File: src/rtl/instr_loader.sv
// instr_loader: encodes compact addi/bne requests into RV32I words and writes them to instruction memory.
// Latency: request accepted in cycle N -> mem_we high in cycle N+1; one word every 2 cycles.
// Backpressure: o_req_ready is high only in LOAD. Optional request checking is enabled by LOADER_CHECK_EN.
module instr_loader #(
  parameter int AW     = 6,
  parameter int ADDR_W = 32
) (
  input  logic              i_clk,
  input  logic              i_rst,
  input  logic              i_start,
  input  logic              i_req_valid,
  output logic              o_req_ready,
  input  logic              i_req_op,
  input  logic [4:0]        i_req_rd,
  input  logic [4:0]        i_req_rs1,
  input  logic [4:0]        i_req_rs2,
  input  logic [12:0]       i_req_imm,
  input  logic              i_req_last,
  output logic              o_mem_we,
  output logic [ADDR_W-1:0] o_mem_addr,
  output logic [31:0]       o_mem_wdata,
  output logic              o_cpu_hold,
  output logic              o_done,
  output logic              o_full,
  output logic [AW:0]       o_instr_cnt,
  output logic              o_err
);

  // Memory depth expressed in the counter width, so instr_cnt+1 can be compared directly.
  localparam logic [AW:0] L_DEPTH = {1'b1, {AW{1'b0}}};

  typedef enum logic [1:0] {S_IDLE, S_LOAD, S_WRITE, S_DONE} state_t;

  state_t              r_state;
  state_t              w_next;
  logic [AW:0]         r_cnt;
  logic [ADDR_W-1:0]   r_addr;
  logic [31:0]         r_wdata;
  logic                r_last;
  logic                r_full;
  logic                w_hs;
  logic                w_illegal;
  logic [31:0]         w_enc;
  logic [AW:0]         w_cnt_inc;
  logic                w_at_end;
  logic                w_unused_ok;

  assign w_hs      = (r_state == S_LOAD) && i_req_valid;
  assign w_cnt_inc = r_cnt + 1'b1;
  assign w_at_end  = (w_cnt_inc == L_DEPTH);
  // bne never encodes imm[0]; without checking it is simply dropped.
  assign w_unused_ok = &{1'b0, i_req_imm[0]};

  // Encode the request; fields a given opcode does not use are ignored.
  always_comb begin
    w_enc = 32'h0;
    if (i_req_op) begin
      w_enc = {i_req_imm[12], i_req_imm[10:5], i_req_rs2, i_req_rs1, 3'b001,
               i_req_imm[4:1], i_req_imm[11], 7'h63};
    end else begin
      w_enc = {i_req_imm[11:0], i_req_rs1, 3'b000, i_req_rd, 7'h13};
    end
  end

`ifdef LOADER_CHECK_EN
  logic r_err;

  // addi immediate must fit in 12 signed bits; bne offset must be even.
  always_comb begin
    w_illegal = 1'b0;
    if (i_req_op) w_illegal = i_req_imm[0];
    else          w_illegal = (i_req_imm[12] != i_req_imm[11]);
  end

  // Sticky error flag, cleared by reset or by the start of a new session.
  always_ff @(posedge i_clk) begin
    if (i_rst) begin
      r_err <= 1'b0;
    end else if (((r_state == S_IDLE) || (r_state == S_DONE)) && i_start) begin
      r_err <= 1'b0;
    end else if (w_hs && w_illegal) begin
      r_err <= 1'b1;
    end
  end

  assign o_err = r_err;
`else
  assign w_illegal = 1'b0;
  assign o_err     = 1'b0;
`endif

  // State register.
  always_ff @(posedge i_clk) begin
    if (i_rst) r_state <= S_IDLE;
    else       r_state <= w_next;
  end

  // Next-state logic; an illegal last request ends the session without a write.
  always_comb begin
    w_next = r_state;
    case (r_state)
      S_IDLE:  if (i_start) w_next = S_LOAD;
      S_LOAD: begin
        if (w_hs) begin
          if (w_illegal) w_next = i_req_last ? S_DONE : S_LOAD;
          else           w_next = S_WRITE;
        end
      end
      S_WRITE: w_next = (r_last || w_at_end) ? S_DONE : S_LOAD;
      S_DONE:  if (i_start) w_next = S_LOAD;
      default: w_next = S_IDLE;
    endcase
  end

  // Datapath: latch the encoded word at handshake, count words after each write.
  always_ff @(posedge i_clk) begin
    if (i_rst) begin
      r_cnt   <= '0;
      r_addr  <= '0;
      r_wdata <= '0;
      r_last  <= 1'b0;
      r_full  <= 1'b0;
    end else begin
      case (r_state)
        S_IDLE, S_DONE: begin
          if (i_start) begin
            r_cnt  <= '0;
            r_full <= 1'b0;
          end
        end
        S_LOAD: begin
          if (w_hs && !w_illegal) begin
            r_wdata <= w_enc;
            r_addr  <= ADDR_W'({r_cnt, 2'b00});
            r_last  <= i_req_last;
          end
        end
        S_WRITE: begin
          r_cnt <= w_cnt_inc;
          if (!r_last && w_at_end) r_full <= 1'b1;
        end
        default: ;
      endcase
    end
  end

  // Outputs decoded from state plus the held datapath registers.
  always_comb begin
    o_req_ready = (r_state == S_LOAD);
    o_mem_we    = (r_state == S_WRITE);
    o_cpu_hold  = (r_state != S_DONE);
    o_done      = (r_state == S_DONE);
    o_full      = r_full;
    o_instr_cnt = r_cnt;
    o_mem_addr  = r_addr;
    o_mem_wdata = r_wdata;
  end

endmodule

File: config.mk
export PLATFORM = sky130hd
export DESIGN_NAME = instr_loader
export DESIGN_NICKNAME = d
export VERILOG_FILES = /design/src/rtl/instr_loader.sv
export SDC_FILE = /design/constraint.sdc
export NUM_CORES = 1
export LEC_CHECK = 0
export CAP_MARGIN = 20
export CORE_MARGIN = 1
export CORE_UTILIZATION = 43
export CTS_CLUSTER_DIAMETER = 120
export CTS_CLUSTER_SIZE = 28
export DETAILED_ROUTE_END_ITERATION = 7
export HOLD_SLACK_MARGIN = 0.12
export MAX_ROUTING_LAYER = met4
export PLACE_DENSITY = 0.89
export SLEW_MARGIN = 10
export SYNTH_ARGS = -nofsm -noshare
export SYNTH_HDL_FRONTEND = slang
export SYNTH_SLANG_ARGS = --single-unit
File: constraint.sdc
create_clock -name i_clk -period 2.95 [get_ports i_clk]
set_input_delay 0.885 -clock i_clk [delete_from_list [all_inputs] [get_ports i_clk]]
set_output_delay 0.885 -clock i_clk [all_outputs]
set_load 0.1 [all_outputs]
-- Word-level counts from Yosys, hierarchy flattened
Cells that the tools add are included.
- add/sub/neg operators: 1
- equal/unequal tests: 8
- muxes and demuxes: 10
- reductions and logical operators: 11
- operators with widths (operator ; number):
    32-bit 2-to-1 mux ; 1
    7-bit one-hot mux with 2 select lines ; 1
    7-bit by 1-bit adder with 7-bit output (second input constant) ; 1
    7-bit equality test (second input constant) ; 1
    7-bit 2-to-1 mux ; 1
    2-bit 2-to-1 mux ; 3
    2-bit by 1-bit inequality test with 1-bit output (second input constant) ; 3
    2-bit one-hot mux with 3 select lines ; 1
    2-bit AND reduction ; 3
    2-bit equality test (second input constant) ; 2
    3-bit AND reduction ; 1
    2-bit by 1-bit equality test with 1-bit output (second input constant) ; 1
    1-bit logical AND ; 2
    2-bit logical NOT ; 1
    1-bit 2-to-1 mux ; 2
    2-bit inequality test (second input constant) ; 1
    1-bit one-hot mux with 2 select lines ; 1
    2-bit nonzero test ; 1
    2-bit OR reduction ; 1
    1-bit logical NOT ; 1
    1-bit logical OR ; 1
- bits in registers: 50
- bits of input ports: 34
- output and inout bits: 77
- word-level logic and storage cells: 36

-- Depth between registers and ports, before layout
- depth after elaboration: 5
- gate-level depth with buffers: 7
- gate-level depth less buffers: 6

-- Worst setup path after synthesis
Ideal clock, no wire load.
- path type: register -> output
- start point: register r_state[0]
- end point: output port o_cpu_hold
- arrival: 1.882 ns
- required time: 2.065 ns
- path slack: 0.183 ns
- stages on the path, launching flop included: 3
- buffers on the path: 0
- path through: dfxtp_1 ha_1 inv_1
- longest elaborated chain between the ends: 1
- RTL lines (item ; line ; RTL):
    from (decl) ; 34 ; state_t r_state;
    from (signal assigned) ; 95 ; else r_state <= w_next;
    2-bit inequality test ; 151 ; o_cpu_hold = (r_state != S_DONE);
    to (decl) ; 22 ; output logic o_cpu_hold,
No other way between the ends.

-- Final worst setup path
- start point: register r_state[0]
- end point: output port o_mem_we
- longest elaborated chain between the ends: 1
- RTL lines (item ; line ; RTL):
    2-bit equality test ; 150 ; o_mem_we = (r_state == S_WRITE);
    to (decl) ; 19 ; output logic o_mem_we,
No other way between the ends.

==> out/metrics.cfg <==
[run_status]
status = complete, no violations

[global_routing]
grt_start_max_net_pins = 34
grt_pass1_wl_um = 7280
globalRouteTotalUtil = 0.181
use_met3 = 0.0514
top_usage_layer = met2
antenna_found_initial = 0
grt_use_met1 = 0.205
use_met2 = 0.304
grt-ovfl-total = 0
grt_pass1_vias = 1732

[timing]
worst_slew_pin_slew_ns = 0.680
skew_ns = 0.00398
finalCriticalPeriod_ns = 2.31
hold_viol_final = 0
clock.fmax_ghz = 0.432
slew_violations = 0
post-route-period-util = 0.785
finalSetupViolCount = 0
finalSetupTns_ns = 0
slew_headroom = 0.545
rsz0062_at_grt = false

[clock_network]
cts_buffers = 5
post_cts_buffers = 0
clock_insertion_delay_worst_skew_ns = 0.29
cts.path.max_buffers = 2
holdBufCountCts = 0
cts_max_level = 2
tritoncts = yes
cts-root-buf = clkbuf_8
clock-sinks = 43
cts_resized = 0
clk_pin_slew_ns = 0.08

[routing]
post_drt_wl_per_cell_um = 11.4
vias = 1895
detail-route-antenna-nets = 0
drt_iter0_drc = 102
wl_um = 4570
dr.pass1.iters = 6
viasPerCell = 4.74
drc = 0

[die]
die-area_um2 = 5240
die_h_um = 72.4
rows = 25
fp.dieW_um = 72.4
ioPinCount = 111
start_util = 0.448
core-area_um2 = 4750

[finish]
n_fill_cell = 456
fin_util = 0.593
instances_no_fill = 400
synthToLayoutAreaGrowth_pct = 32.3
drive_above_1_share = 0.183
nets = 372
final_cell_area_um2 = 2820
antenna_cells = 0

[logic_synthesis]
ys.flop_type = dfxtp_1
ys_ff_latch = 43
yosysUniqueCellTypes = 36
netlist_top_cells_area = dfxtp_1 40%, buf_4 12%, nand2_1 9.2%, a21oi_1 6.1%, mux2i_1 5.2%
synth-edff-count = 0
synth.avg_cell_area_um2 = 8.14
yosysTopAreaCell = dfxtp_1
netlist_area_um2 = 2130
yosys.area.top_type_share = 0.404
syn_inst = 262
synthArstFlopShare = 0
ys_seq_area_frac = 0.404
ys_warn_count = 0

[pwr]
p_leak_nw = 1.18
p_per_area_nw_per_um2 = 893
power_mw = 2.52
vdd_drop_max_v = 0.000565

[hold_path]
hold_path.class = flop to flop

[critical_path]
required_ns = 2.07
end_kind = output port
cp-start-kind = flop
critPathArrivalTime_ns = 1.43
cp_max_fo = 11
crit_type = flop to output port

[place]
dp_hpwl_um = 3410
portBuffers = 80
placed_cell_area_um2 = 2720
dp.cells = 392
gp_congestion = 0.855

[flow_run]
maxCapViolCount = 0

cells in the final DEF (no fill, tap or decap), types with 4 or more instances in the layout:
| cell type | synthesis | final |
|---|---|---|
| clkbuf_8 | 0 | 7 |
| a211oi_1 | 13 | 13 |
| a21oi_1 | 26 | 26 |
| mux2i_1 | 11 | 11 |
| nand2_1 | 52 | 52 |
| nor2b_1 | 4 | 4 |
| o21ai_0 | 7 | 7 |
| clkdlybuf4s50_1 | 0 | 33 |
| dfxtp_1 | 43 | 43 |
| nor2_1 | 19 | 19 |
| conb_1 | 1 | 30 |
| ha_1 | 6 | 6 |
| buf_4 | 33 | 51 |
routing by layer:
layer	wire length (um)	share of wire	vias to the layer above
li1	-	-	959
met1	1980	0.43	850
met2	2210	0.48	81
met3	331	0.072	5
met4	46	0.010	0
met5	0	0	-
area by class of cell:
| type | count | area [um2] | area share |
|---|---|---|---|
| Timing Repair Buffer | 84 | 713 | 0.253 |
| Clock buffer | 8 | 100 | 0.0355 |
| Sequential cell | 43 | 861 | 0.305 |
| Tap cell | 67 | 83.8 | 0.0297 |
| Multi-Input combinational cell | 195 | 1050 | 0.373 |
| Inverter | 3 | 11.3 | 0.00399 |
kinds of logic (layout without fill, tap and decap cells):
| kind of cell | after synthesis | count (layout) | synth area share |
|---|---|---|---|
| compound gates | 55 | 55 | 0.159 |
| xor+xnor | 1 | 1 | 0.00411 |
| fa+ha+maj | 6 | 6 | 0.0352 |
| buf+inv | 53 | 95 | 0.154 |
| flops | 43 | 43 | 0.404 |
| mux | 11 | 11 | 0.0516 |
| other cells | 1 | 30 | 0.00176 |
| simple gates | 92 | 92 | 0.190 |
worst paths after layout:
path                                 from  cells after the start                            to  slack [ns]
max               r_state[0]$_SDFFE_PP0P_                      3                      o_mem_we        0.64
min          o_mem_wdata[28]$_SDFFE_PP0P_                      2  o_mem_wdata[28]$_SDFFE_PP0P_        0.46
max reg2reg   o_instr_cnt[1]$_SDFFE_PP0P_                      5       r_state[1]$_SDFFE_PP0P_        1.04
min reg2reg  o_mem_wdata[28]$_SDFFE_PP0P_                      2  o_mem_wdata[28]$_SDFFE_PP0P_        0.46
cells in the mapped netlist (2+ instances only):
master    count
o21ai_0       7
ha_1          6
a21oi_1      26
mux2i_1      11
inv_1         3
dfxtp_1      43
buf_4        33
nand2_1      52
o21a_1        2
a211oi_1     13
clkbuf_1     12
nor4_1        3
nor2b_1       4
nor3_1        3
and2_1        2
buf_2         4
nor2_1       19
metrics by stage:
stage	hold WS (ns)	setup slack [ns]
3_3_place_gp	0.443	0.553
5_1_grt	0.480	0.563
2_1_floorplan	0.445	0.183
6_report	0.458	0.636
3_5_place_dp	0.448	0.504
4_1_cts	0.459	0.615
flip-flops by register name, summed over array words and instances (netlist names):
register and cells:
o_mem_wdata 25, r_last 1, r_state 2, o_instr_cnt 7
o_full 1, o_mem_addr 7
worst max-delay path, stage by stage (launching register included):
cell	delay, ns
dfxtp_1	0.36
inv_1	0.07
ha_1	0.35
buf_4	0.36
power by group:
part           total, mW  switching [mW]  internal, mW  leakage (nW)
registers          0.725          0.0637         0.661         0.350
logic               1.39            1.11         0.279         0.779
clock network      0.405           0.191         0.214        0.0515
Note: power is estimated with default switching activity, not from simulation.
